==> config.mk <==
export PLATFORM = sky130hd
export DESIGN_NAME = contador_descendente_recarga
export DESIGN_NICKNAME = d
export VERILOG_FILES = /design/src/rtl/contador_descendente_recarga.sv
export SDC_FILE = /design/constraint.sdc
export NUM_CORES = 1
export LEC_CHECK = 0
export BUFFER_PORTS_ARGS = -buffer_cell sky130_fd_sc_hd__buf_2
export CAP_MARGIN = 30
export CELL_PAD_IN_SITES_DETAIL_PLACEMENT = 1
export CELL_PAD_IN_SITES_GLOBAL_PLACEMENT = 2
export CORE_MARGIN = 2
export CORE_UTILIZATION = 28
export DETAILED_ROUTE_END_ITERATION = 16
export PLACE_DENSITY_LB_ADDON = 0.1
export SYNTH_ARGS = -nofsm -noshare
export SYNTH_HDL_FRONTEND = slang
export SYNTH_SLANG_ARGS = --single-unit
export TNS_END_PERCENT = 10
==> constraint.sdc <==
create_clock -name clk -period 1.5 [get_ports clk]
set_input_delay 0.15 -clock clk [delete_from_list [all_inputs] [get_ports clk]]
set_output_delay 0.15 -clock clk [all_outputs]
set_load 0.05 [all_outputs]
==> src/rtl/contador_descendente_recarga.sv <==
// Loadable N-bit down-counter/timer: IDLE -> COUNT -> DONE with a one-cycle done pulse.
// Build option AUTO_RELOAD_EN: DONE reloads the last start value and keeps counting periodically.
module contador_descendente_recarga #(
  parameter int N = 4
) (
  input  logic         clk,
  input  logic         reset,
  input  logic         en,
  input  logic         start,
  input  logic         stop,
  input  logic [N-1:0] load_val,
  output logic [N-1:0] q,
  output logic         busy,
  output logic         done
);

  typedef enum logic [1:0] {
    S_IDLE  = 2'd0,
    S_COUNT = 2'd1,
    S_DONE  = 2'd2
  } state_t;

  localparam logic [N-1:0] ZERO = '0;
  localparam logic [N-1:0] ONE  = {{(N-1){1'b0}}, 1'b1};

  state_t       state_q, state_d;
  logic [N-1:0] cnt_q, cnt_d;
  logic         busy_q, done_q;

`ifdef AUTO_RELOAD_EN
  logic [N-1:0] reload_q, reload_d;
`endif

  always_comb begin
    state_d = state_q;
    cnt_d   = cnt_q;
`ifdef AUTO_RELOAD_EN
    reload_d = reload_q;
`endif
    if (stop) begin
      // Abort keeps whatever count was reached so it can be inspected.
      state_d = S_IDLE;
    end else if (start) begin
      cnt_d   = load_val;
      state_d = (load_val != ZERO) ? S_COUNT : S_DONE;
`ifdef AUTO_RELOAD_EN
      reload_d = load_val;
`endif
    end else begin
      unique case (state_q)
        S_IDLE: ;
        S_COUNT: begin
          if (en) begin
            if (cnt_q > ONE) begin
              cnt_d = cnt_q - ONE;
            end else begin
              cnt_d   = ZERO;
              state_d = S_DONE;
            end
          end
        end
        S_DONE: begin
`ifdef AUTO_RELOAD_EN
          cnt_d   = reload_q;
          state_d = (reload_q != ZERO) ? S_COUNT : S_DONE;
`else
          state_d = S_IDLE;
`endif
        end
        default: state_d = S_IDLE;
      endcase
    end
  end

  always_ff @(posedge clk or negedge reset) begin
    if (!reset) begin
      state_q <= S_IDLE;
      cnt_q   <= ZERO;
      busy_q  <= 1'b0;
      done_q  <= 1'b0;
`ifdef AUTO_RELOAD_EN
      reload_q <= ZERO;
`endif
    end else begin
      state_q <= state_d;
      cnt_q   <= cnt_d;
      busy_q  <= (state_d == S_COUNT);
      done_q  <= (state_d == S_DONE);
`ifdef AUTO_RELOAD_EN
      reload_q <= reload_d;
`endif
    end
  end

  assign q    = cnt_q;
  assign busy = busy_q;
  assign done = done_q;

endmodule

---- Word-level counts from Yosys, hierarchy flattened ----
Index checks and enable logic that the tools add are counted.
storage, ports and cells
  register bits after elaboration ......... 8
  latch bits .............................. 0
  memory bits (writable) .................. 0
  bits in read-only memories .............. 0
  input bits .............................. 9
  output and inout port bits .............. 6
  word-level logic and storage cells ...... 25
  memories ................................ 0
operators by class
  add/subtract/negate cells ............... 1
  multiply operators ...................... 0
  divide/modulo/power cells ............... 0
  order comparisons ....................... 1
  equality and inequality tests ........... 3
  shifts and indexed selects .............. 0
  muxes and demuxes ....................... 10
  bitwise operators ....................... 1
  reductions and logical operators ........ 5
operator list
  cell                                                                              count
  4-bit two-way mux                                                                 4
  2-bit two-way mux                                                                 5
  2-bit by 1-bit == test with 1-bit output (second input constant)                  2
  4-bit by 1-bit greater-than comparator with 1-bit output (second input constant)  1
  2-bit case mux with 2 select lines                                                1
  2-bit nonzero test                                                                2
  4-bit nonzero test                                                                1
  4-bit by 1-bit subtractor with 4-bit output (second input constant)               1
  3-bit AND reduction                                                               1
  2-bit == test (second input constant)                                             1
  2-bit zero test                                                                   1
  1-bit inverter                                                                    1

---- Depth between registers and ports, before layout ----
Gate-level depths: netlist of the first run.
  word-level depth ........................ 7
  gate-level depth with buffers ........... 5

---- Least setup slack after synthesis of the first run ----
No wires, ideal clock.
  path type ............................... register to register
  start ................................... reg cnt_q[0], in the netlist q[0]
  end ..................................... reg busy_q, in the netlist busy
  arrival time ............................ 1.644 ns
  path slack .............................. -0.238 ns
  cell stages (with the launch flop) ...... 6
  buffers on the path ..................... 0
  period minus slack after synthesis ...... 1.738 ns
  path through ............................ dfrtp_1 -> inv_1 -> ha_1 -> nor2_1 -> o41ai_1 -> a211oi_1
on the way
  cells in the longest elaborated chain, start to end .. 7
ends and longest elaborated chain
  what                                                      line  RTL
  start, declared                                           27    logic [N-1:0] cnt_q, cnt_d;
  start signal, assigned                                    86    cnt_q <= cnt_d;
  4-bit by 1-bit greater-than comparator with 1-bit output  54    if (cnt_q > ONE) begin
  2-bit two-way mux                                         54
  2-bit two-way mux                                         53    if (en) begin
  2-bit case mux with 2 select lines                        50    unique case (state_q)
  2-bit two-way mux                                         43    end else if (start) begin
  2-bit two-way mux                                         40    if (stop) begin
  2-bit by 1-bit == test with 1-bit output                  87    busy_q <= (state_d == S_COUNT);
  end signal, assigned                                      87
  end, declared                                             28    logic busy_q, done_q;
No other way between the ends.
A chain may end at the register's enable or synchronous reset.

---- Worst setup path in the final report of the first run ----
Ends and elaborated chain as after synthesis.

==> metrics.md, run 1 <==
| Metric | Value |
|---|---|
| Top post-synthesis cells by count | `8 x dfrtp_1, 6 x nor2_1, 4 x nand2_1, 3 x inv_1, 3 x nor3_1` |
| Wire per inst | `15.26 um` |
| IO buf count | `14` |
| Setup ws final | `around 110 ps` |
| Layout cells sized above 1 | `39.71%` |
| Largest net degree at the start of global routing | `13` |
| Setup bufs post-CTS | `0` |
| Synthesized flop and latch total | `8` |
| CTS tree | `built` |
| Crit path capture type | `flop` |
| Hold crit path type | `primary input to flop` |
| Data arrival time of the critical path | `1570 ps` |
| Worst EP required | `roughly 1700 ps` |
| Power Density | `1217 nW/um^2` |
| Congestion Overflow GR | `0` |
| DRC viols | `0` |
| Pre-CTS setup slack | `49.35 ps` |
| Post-DP Area | `610.6 um^2` |
| Most frequent cell after synthesis | `dfrtp_1` |
| Final-layout fill cell count | `205` |
| CP top delay family | `flip-flops` |
| Status | `complete, no violations` |
| Max cap viols | `0` |
| Die height | `46.44 um` |
| Finished Layout Cells | `93` |
| Worst-path fanout max | `5` |
| DRT Wirelength | `1419 um` |
| Syn. warnings | `0` |
| Core area | `about 1700 um^2` |
| H-tree lvl count | `1` |
| Crit path buffers/inverters | `1` |
| TritonCTS buffer count | `3` |
| Final setup viols | `0` |
| Top Ports | `15` |
| Crit share post-route | `92.82%` |
| Startpoint Class | `flop` |
| Synth top area cells | `dfrtp_1 40%, ha_1 5.0%, nor4b_4 4.7%` |
| Crit path time final | `1392 ps` |
| Diode count | `0` |
| Vias in the first global route | `461` |
| Post-Syn Nets | `61` |
| DR pass1 iterations | `3` |
| Clock-pin slew on the worst setup and hold paths | `60 ps` |
| Main flop type after synthesis | `dfrtp_1` |
| Syn Area/Cell | `10.08 um^2` |
| Area growth syn-to-layout | `30.02%` |
| Placed cell count | `89` |
| DPL Wire Length | `~1000 um` |
| Crit Path Category | `flop to flop` |
| Synth area leader | `dfrtp_1` |
| First-pass GRT wire length | `2159 um` |
| FMAX | `~0.72 GHz` |
| Top-area cell type share of the netlist area | `39.70%` |
| Final Hold Fails | `0` |
| Clock Skew | `2.880 ps` |
| Sink Count | `8` |
| Total track usage | `14.66%` |
| Vias | `between 400 and 500` |
| Num rows | `15` |
| Gpl congestion | `0.7592` |
| DRT iter0 DRCs | `7` |
| Crit-path slowest cell | `dfrtp_2` |
| Max rail drop VDD | `0.5028 mV` |
| Worst-Margin Slew | `460.7 ps` |
| Post-synth ARST share | `100.0%` |
| Max-slew violations | `0` |
| Synthesized area | `between 500 and 600 um^2` |
| Final nets | `81` |
| Crit-path max cell delay | `400 ps` |
| Finished layout cell area | `655.6 um^2` |
| Crit-path cells | `inv_1, ha_1, nor2_4, o41ai_2, a211oi_1` |
| Via density | `5.086` |
| Post-synth EDFFs | `0` |
| Clk Latency, worst-skew pair | `270 ps` |
| Full die area | `2156 um^2` |
| Final Util | `between 30% and 40%` |
| Final ANT Viol Nets | `0` |
| Register area share after synthesis | `between 30% and 40%` |
| LEAKAGE | `0.3162 nW` |
| Yosys cell types | `24` |
| Initial core utilization | `29.52%` |
| Initial antenna violation count | `0` |
| Cells after Synth | `50` |
| CTS Buffer Depth | `2` |
| Clock root buffer | `clkbuf_4` |
| Die width | `approximately 46 um` |
| Relative slew slack | `69.21%` |
## logic make-up (layout without fill, tap and decap cells)
group | count (synthesis) | in the layout | share of synthesized area, %
compound gates | 15 | 15 | 23.57
flops | 8 | 8 | 39.70
simple gates | 20 | 20 | 27.29
fa+ha+maj | 2 | 2 | 4.962
buf+inv | 5 | 23 | 4.466
## per-layer routing
layer / up-vias / global-route usage, % / share of wire, %
li1: 227 / - / -
met1: 229 / 18.44 / 46
met2: 15 / 24.17 / 48
met3: 2 / 4.706 / 5.4
met4: 0 / 3.429 / 0.92
met5: - / 0 / 0
## worst paths after layout
check	start	to	depth (start not counted)	slack (ps)
worst max-delay path	q[0]$_DFFE_PN0P_	busy$_DFF_PN0_	5	110
worst min-delay path	stop	state_q[0]$_DFF_PN0_	2	110
worst max register to register	q[0]$_DFFE_PN0P_	busy$_DFF_PN0_	5	110
worst min register to register	state_q[1]$_DFF_PN0_	state_q[0]$_DFF_PN0_	3	600
max in group asynchronous	reset	q[1]$_DFFE_PN0P_	2	1050
min in group asynchronous	reset	busy$_DFF_PN0_	2	260
## stage by stage
stage | power [mW] | TNS (ps) | hold WS, ps
after CTS | 0.7828 | 0 | 103.7
after detailed placement | 0.5978 | 0 | 9.021
final | 0.7981 | 0 | 111.0
after global routing | 0.8433 | -24.13 | 132.3
after floorplan | 0.5114 | 0 | -145.6
after global placement | 0.5966 | 0 | 7.091
## state kept, by name, indices dropped and copies added, names as in the netlist
register,count
done,1
busy,1
state_q,2
q,4
## what timing repair did
item / CTS / global route
hold buffers: 1 / 0
setup endpoints to repair: 0 / 3
hold endpoints to repair: 8 / 0
gates resized for setup: 0 / 3
## area by class of cell
type,count,area (um^2),area share (%)
Clock buffer,3,22.52,3.435
Timing Repair Buffer,16,87.58,13.36
Multi-Input combinational cell,37,296.5,45.23
Sequential cell,8,202.7,30.92
Inverter,4,15.01,2.290
Tap cell,25,31.28,4.771
## cells in the final DEF, fill, tap and decap left out
cell,instances
o2bb2ai_1,1
or2_1,1
nor2b_1,2
ha_1,2
clkbuf_4,3
a31oi_1,2
o21ba_1,2
or3b_4,1
buf_4,1
nor4b_2,1
nor4b_4,1
nor2_4,1
o22ai_1,2
o31ai_1,2
buf_2,14
o311ai_1,1
nor2_1,5
nand2_1,4
dfrtp_2,2
a32oi_1,1
dfrtp_1,6
inv_1,3
o41ai_2,1
and4bb_4,1
a22o_1,1
inv_2,1
a211oi_1,2
dlygate4sd3_1,1
nor3_1,3
## report_power, final
group / total, mW / switching, mW / internal, mW / leakage, nW
Sequential: 0.298 / 0.0497 / 0.248 / 0.0988
Clock: 0.182 / 0.0890 / 0.0926 / 0.0138
Combinational: 0.318 / 0.215 / 0.104 / 0.204
Total: 0.798 / 0.353 / 0.445 / 0.316
## worst register-to-register path: stages (launching register included)
cell	delay, ps
dfrtp_2	400
inv_1	70
ha_1	250
nor2_4	220
o41ai_2	100
a211oi_1	260
Power figures use the tool's default switching activity.
==> inputs of run 2 (changes only) <==
- CORE_UTILIZATION: 28 -> 31
- CTS_BUF_LIST: unset -> sky130_fd_sc_hd__clkbuf_8
- CTS_CLUSTER_SIZE: unset -> 25
==> run 2 against run 1 <==
Compared with the run above:
- critical path type unchanged
- global-route usage is 1.7 points higher
- worst setup slack better by 23 ps
- critical path depth stayed put
==> metrics.md, run 2 (synthesis gave the netlist of run 1 again) <==
| Metric | Value |
|---|---|
| Reg2reg start | `q[0]$_DFFE_PN0P_ (unchanged)` |
| Clk Latency, worst-skew pair | `230 ps (was 270 ps)` |
| Worst-path fanout max | `5 (unchanged)` |
| CTS tree | `built (unchanged)` |
| Clock-pin slew on the worst setup and hold paths | `50 ps (was 60 ps)` |
| Gpl congestion | `0.7446 (was 0.7592)` |
| Crit path capture type | `flop (unchanged)` |
| DRT Wirelength | `1346 um (was 1419 um)` |
| Final setup viols | `0 (unchanged)` |
| FMAX | `0.7305 GHz (was 0.7182 GHz)` |
| LEAKAGE | `0.3275 nW (was 0.3162 nW)` |
| Max rail drop VDD | `0.7028 mV (was 0.5028 mV)` |
| Crit-path cells | `inv_1, ha_2, nor2_4, o41ai_2, a211oi_1 (was inv_1, ha_1, nor2_4, o41ai_2, a211oi_1)` |
| Relative slew slack | `68.11% (was 69.21%)` |
| Crit-path max cell delay | `430 ps (was 400 ps)` |
| Layout cells sized above 1 | `40.58% (was 39.71%)` |
| Total track usage | `16.34% (was 14.66%)` |
| Top Ports | `15 (unchanged)` |
| TritonCTS buffer count | `3 (unchanged)` |
| Hold Path End | `busy$_DFF_PN0_ (was state_q[0]$_DFF_PN0_)` |
| Final Hold Fails | `0 (unchanged)` |
| Commonest cells after routing, fill and taps aside | `14 x buf_2, 6 x dfrtp_1, 5 x nor2_1, 4 x inv_1, 4 x nand2_1 (was 14 x buf_2, 6 x dfrtp_1, 5 x nor2_1, 4 x nand2_1)` |
| RSZ-0062 raised after global routing | `false` |
| Clock Skew | `11.99 ps (was 2.880 ps)` |
| Vias | `458 (was 473)` |
| DPL Wire Length | `980.7 um (was 1047 um)` |
| Final TNS setup | `0 ps (unchanged)` |
| Setup bufs post-CTS | `0 (unchanged)` |
| CTS Buffer Depth | `2 (unchanged)` |
| Sink Count | `8 (unchanged)` |
| Status | `complete, no violations (unchanged)` |
| Clock root buffer | `clkbuf_8 (was clkbuf_4)` |
| Final ANT Viol Nets | `0 (unchanged)` |
| Flop-to-flop setup slack | `130 ps (was 110 ps)` |
| Crit Path Category | `flop to flop (unchanged)` |
| DR pass1 iterations | `2 (was 3)` |
| First-pass GRT wire length | `2277 um (was 2159 um)` |
| Final nets | `81 (unchanged)` |
| Power Density | `1321 nW/um^2 (was 1217 nW/um^2)` |
| Area growth syn-to-layout | `32.75% (was 30.02%)` |
| Worst EP required | `1580 ps (was 1670 ps)` |
| Crit-path slowest cell | `dfrtp_2 (unchanged)` |
| Diode count | `0 (unchanged)` |
| Final-layout fill cell count | `182 (was 205)` |
| Hold depth | `2 (unchanged)` |
| Wire per inst | `15.84 um (was 15.26 um)` |
| DRC viols | `0 (unchanged)` |
| Congestion Overflow GR | `0 (unchanged)` |
| CP top delay family | `flip-flops (unchanged)` |
| Initial antenna violation count | `0 (unchanged)` |
| H-tree lvl count | `1 (unchanged)` |
| Via density | `5.388 (was 5.086)` |
| Core area | `1524 um^2 (was 1708 um^2)` |
| Most common cell after layout, fill and taps aside | `buf_2 (unchanged)` |
| Max-slew violations | `0 (unchanged)` |
| Vias in the first global route | `467 (was 461)` |
| Crit share post-route | `91.26% (was 92.82%)` |
| Crit path buffers/inverters | `1 (unchanged)` |
| R2R depth | `5 (unchanged)` |
| Finished Layout Cells | `85 (was 93)` |
| Critical R2R Capture | `state_q[0]$_DFF_PN0_ (was busy$_DFF_PN0_)` |
| Startpoint Class | `flop (unchanged)` |
| Full die area | `1965 um^2 (was 2156 um^2)` |
| Hold crit path type | `primary input to flop (unchanged)` |
| Data arrival time of the critical path | `1440 ps (was 1570 ps)` |
| IO buf count | `14 (unchanged)` |
| Worst-Margin Slew | `477.1 ps (was 460.7 ps)` |
| Die height | `44.33 um (was 46.44 um)` |
| Crit path time final | `1369 ps (was 1392 ps)` |
| Placed cell count | `80 (was 89)` |
| DRT iter0 DRCs | `12 (was 7)` |
| Max cap viols | `0 (unchanged)` |
| Largest net degree at the start of global routing | `13 (unchanged)` |
| Max reg flops | `4 (unchanged)` |
| Num rows | `14 (was 15)` |
| Initial core utilization | `33.09% (was 29.52%)` |
| Die width | `44.33 um (was 46.44 um)` |
| Worst Hold Launch | `stop (unchanged)` |
[run 2: changes by cell type in the layout (fill, tap and decap cells not counted)]
cell / previous run / this run
inv_1: 3 / 4
ha_1: 2 / 1
ha_2: 0 / 1
clkbuf_8: 0 / 3
clkbuf_4: 3 / 0
[run 2: layout make-up]
type	instances	area (um^2)	area share (%)
clock buffers	3	41.29	6.168
flip-flops and latches	8	202.7	30.28
well taps	16	20.02	2.991
repair buffers	16	87.58	13.08
clock inverters	1	3.754	0.5607
inverters	4	15.01	2.243
multi-input cells	37	299.0	44.67
[run 2: through the flow]
stage / hold WS (ps) / setup slack [ps] / cell area (um^2) / total power [mW] / util (%)
floorplan: -145.6 / 2.526 / 509.2 / 0.5114 / -
global placement: 8.984 / 49.59 / 599.3 / 0.5964 / 39.33
detailed placement: 9.359 / 65.45 / 599.3 / 0.5937 / 39.33
CTS: 167.8 / 20.16 / 661.9 / 0.8774 / 43.43
global route: 174.7 / 40.01 / 669.4 / 0.9435 / 43.92
finish: 163.7 / 131.1 / 669.4 / 0.8845 / 43.92
[run 2: what timing repair did]
item	in CTS	in global routing
pin swaps	0	0
setup endpoints to repair	2	3
endpoints found under the hold margin	8	0
hold buffers	1	0
gates cloned	0	0
gates resized for setup	1	3
[run 2: how the worst max path moves through the flow]
stage / startpoint / to / slack (ps) / cells after the start
after global placement: q[0]$_DFFE_PN0P_ / q[0]$_DFFE_PN0P_ / 50 / 5
after CTS: q[0]$_DFFE_PN0P_ / state_q[0]$_DFF_PN0_ / 20 / 5
after floorplan: q[0]$_DFFE_PN0P_ / busy$_DFF_PN0_ / 3 / 5
after detailed placement: q[0]$_DFFE_PN0P_ / q[0]$_DFFE_PN0P_ / 70 / 5
after global routing: q[0]$_DFFE_PN0P_ / q[0]$_DFFE_PN0P_ / 40 / 5
final: q[0]$_DFFE_PN0P_ / state_q[0]$_DFF_PN0_ / 130 / 5
[run 2: worst register-to-register path, delay by kind of cell (launching register included)]
kind	cells	cell delay, ps
AO/OA/AOI/OAI	2	390
adder cells (fa/ha/maj)	1	230
buffers and inverters	1	100
flip-flops	1	430
AND/OR/NAND/NOR	1	70
[run 2: power breakdown]
part | total (mW) | internal (mW) | switching, mW
registers | 0.298 | 0.249 | 0.0485
logic | 0.317 | 0.106 | 0.212
clock network | 0.270 | 0.178 | 0.0917
[run 2: metal layers]
metal / GRT usage, % / vias to the layer above / share of wire (%)
met5: 0 / - / 0
met4: 7.273 / 0 / 0.89
met3: 2.449 / 2 / 3.1
met2: 23.82 / 10 / 44
met1: 23.74 / 220 / 52
li1: - / 226 / -
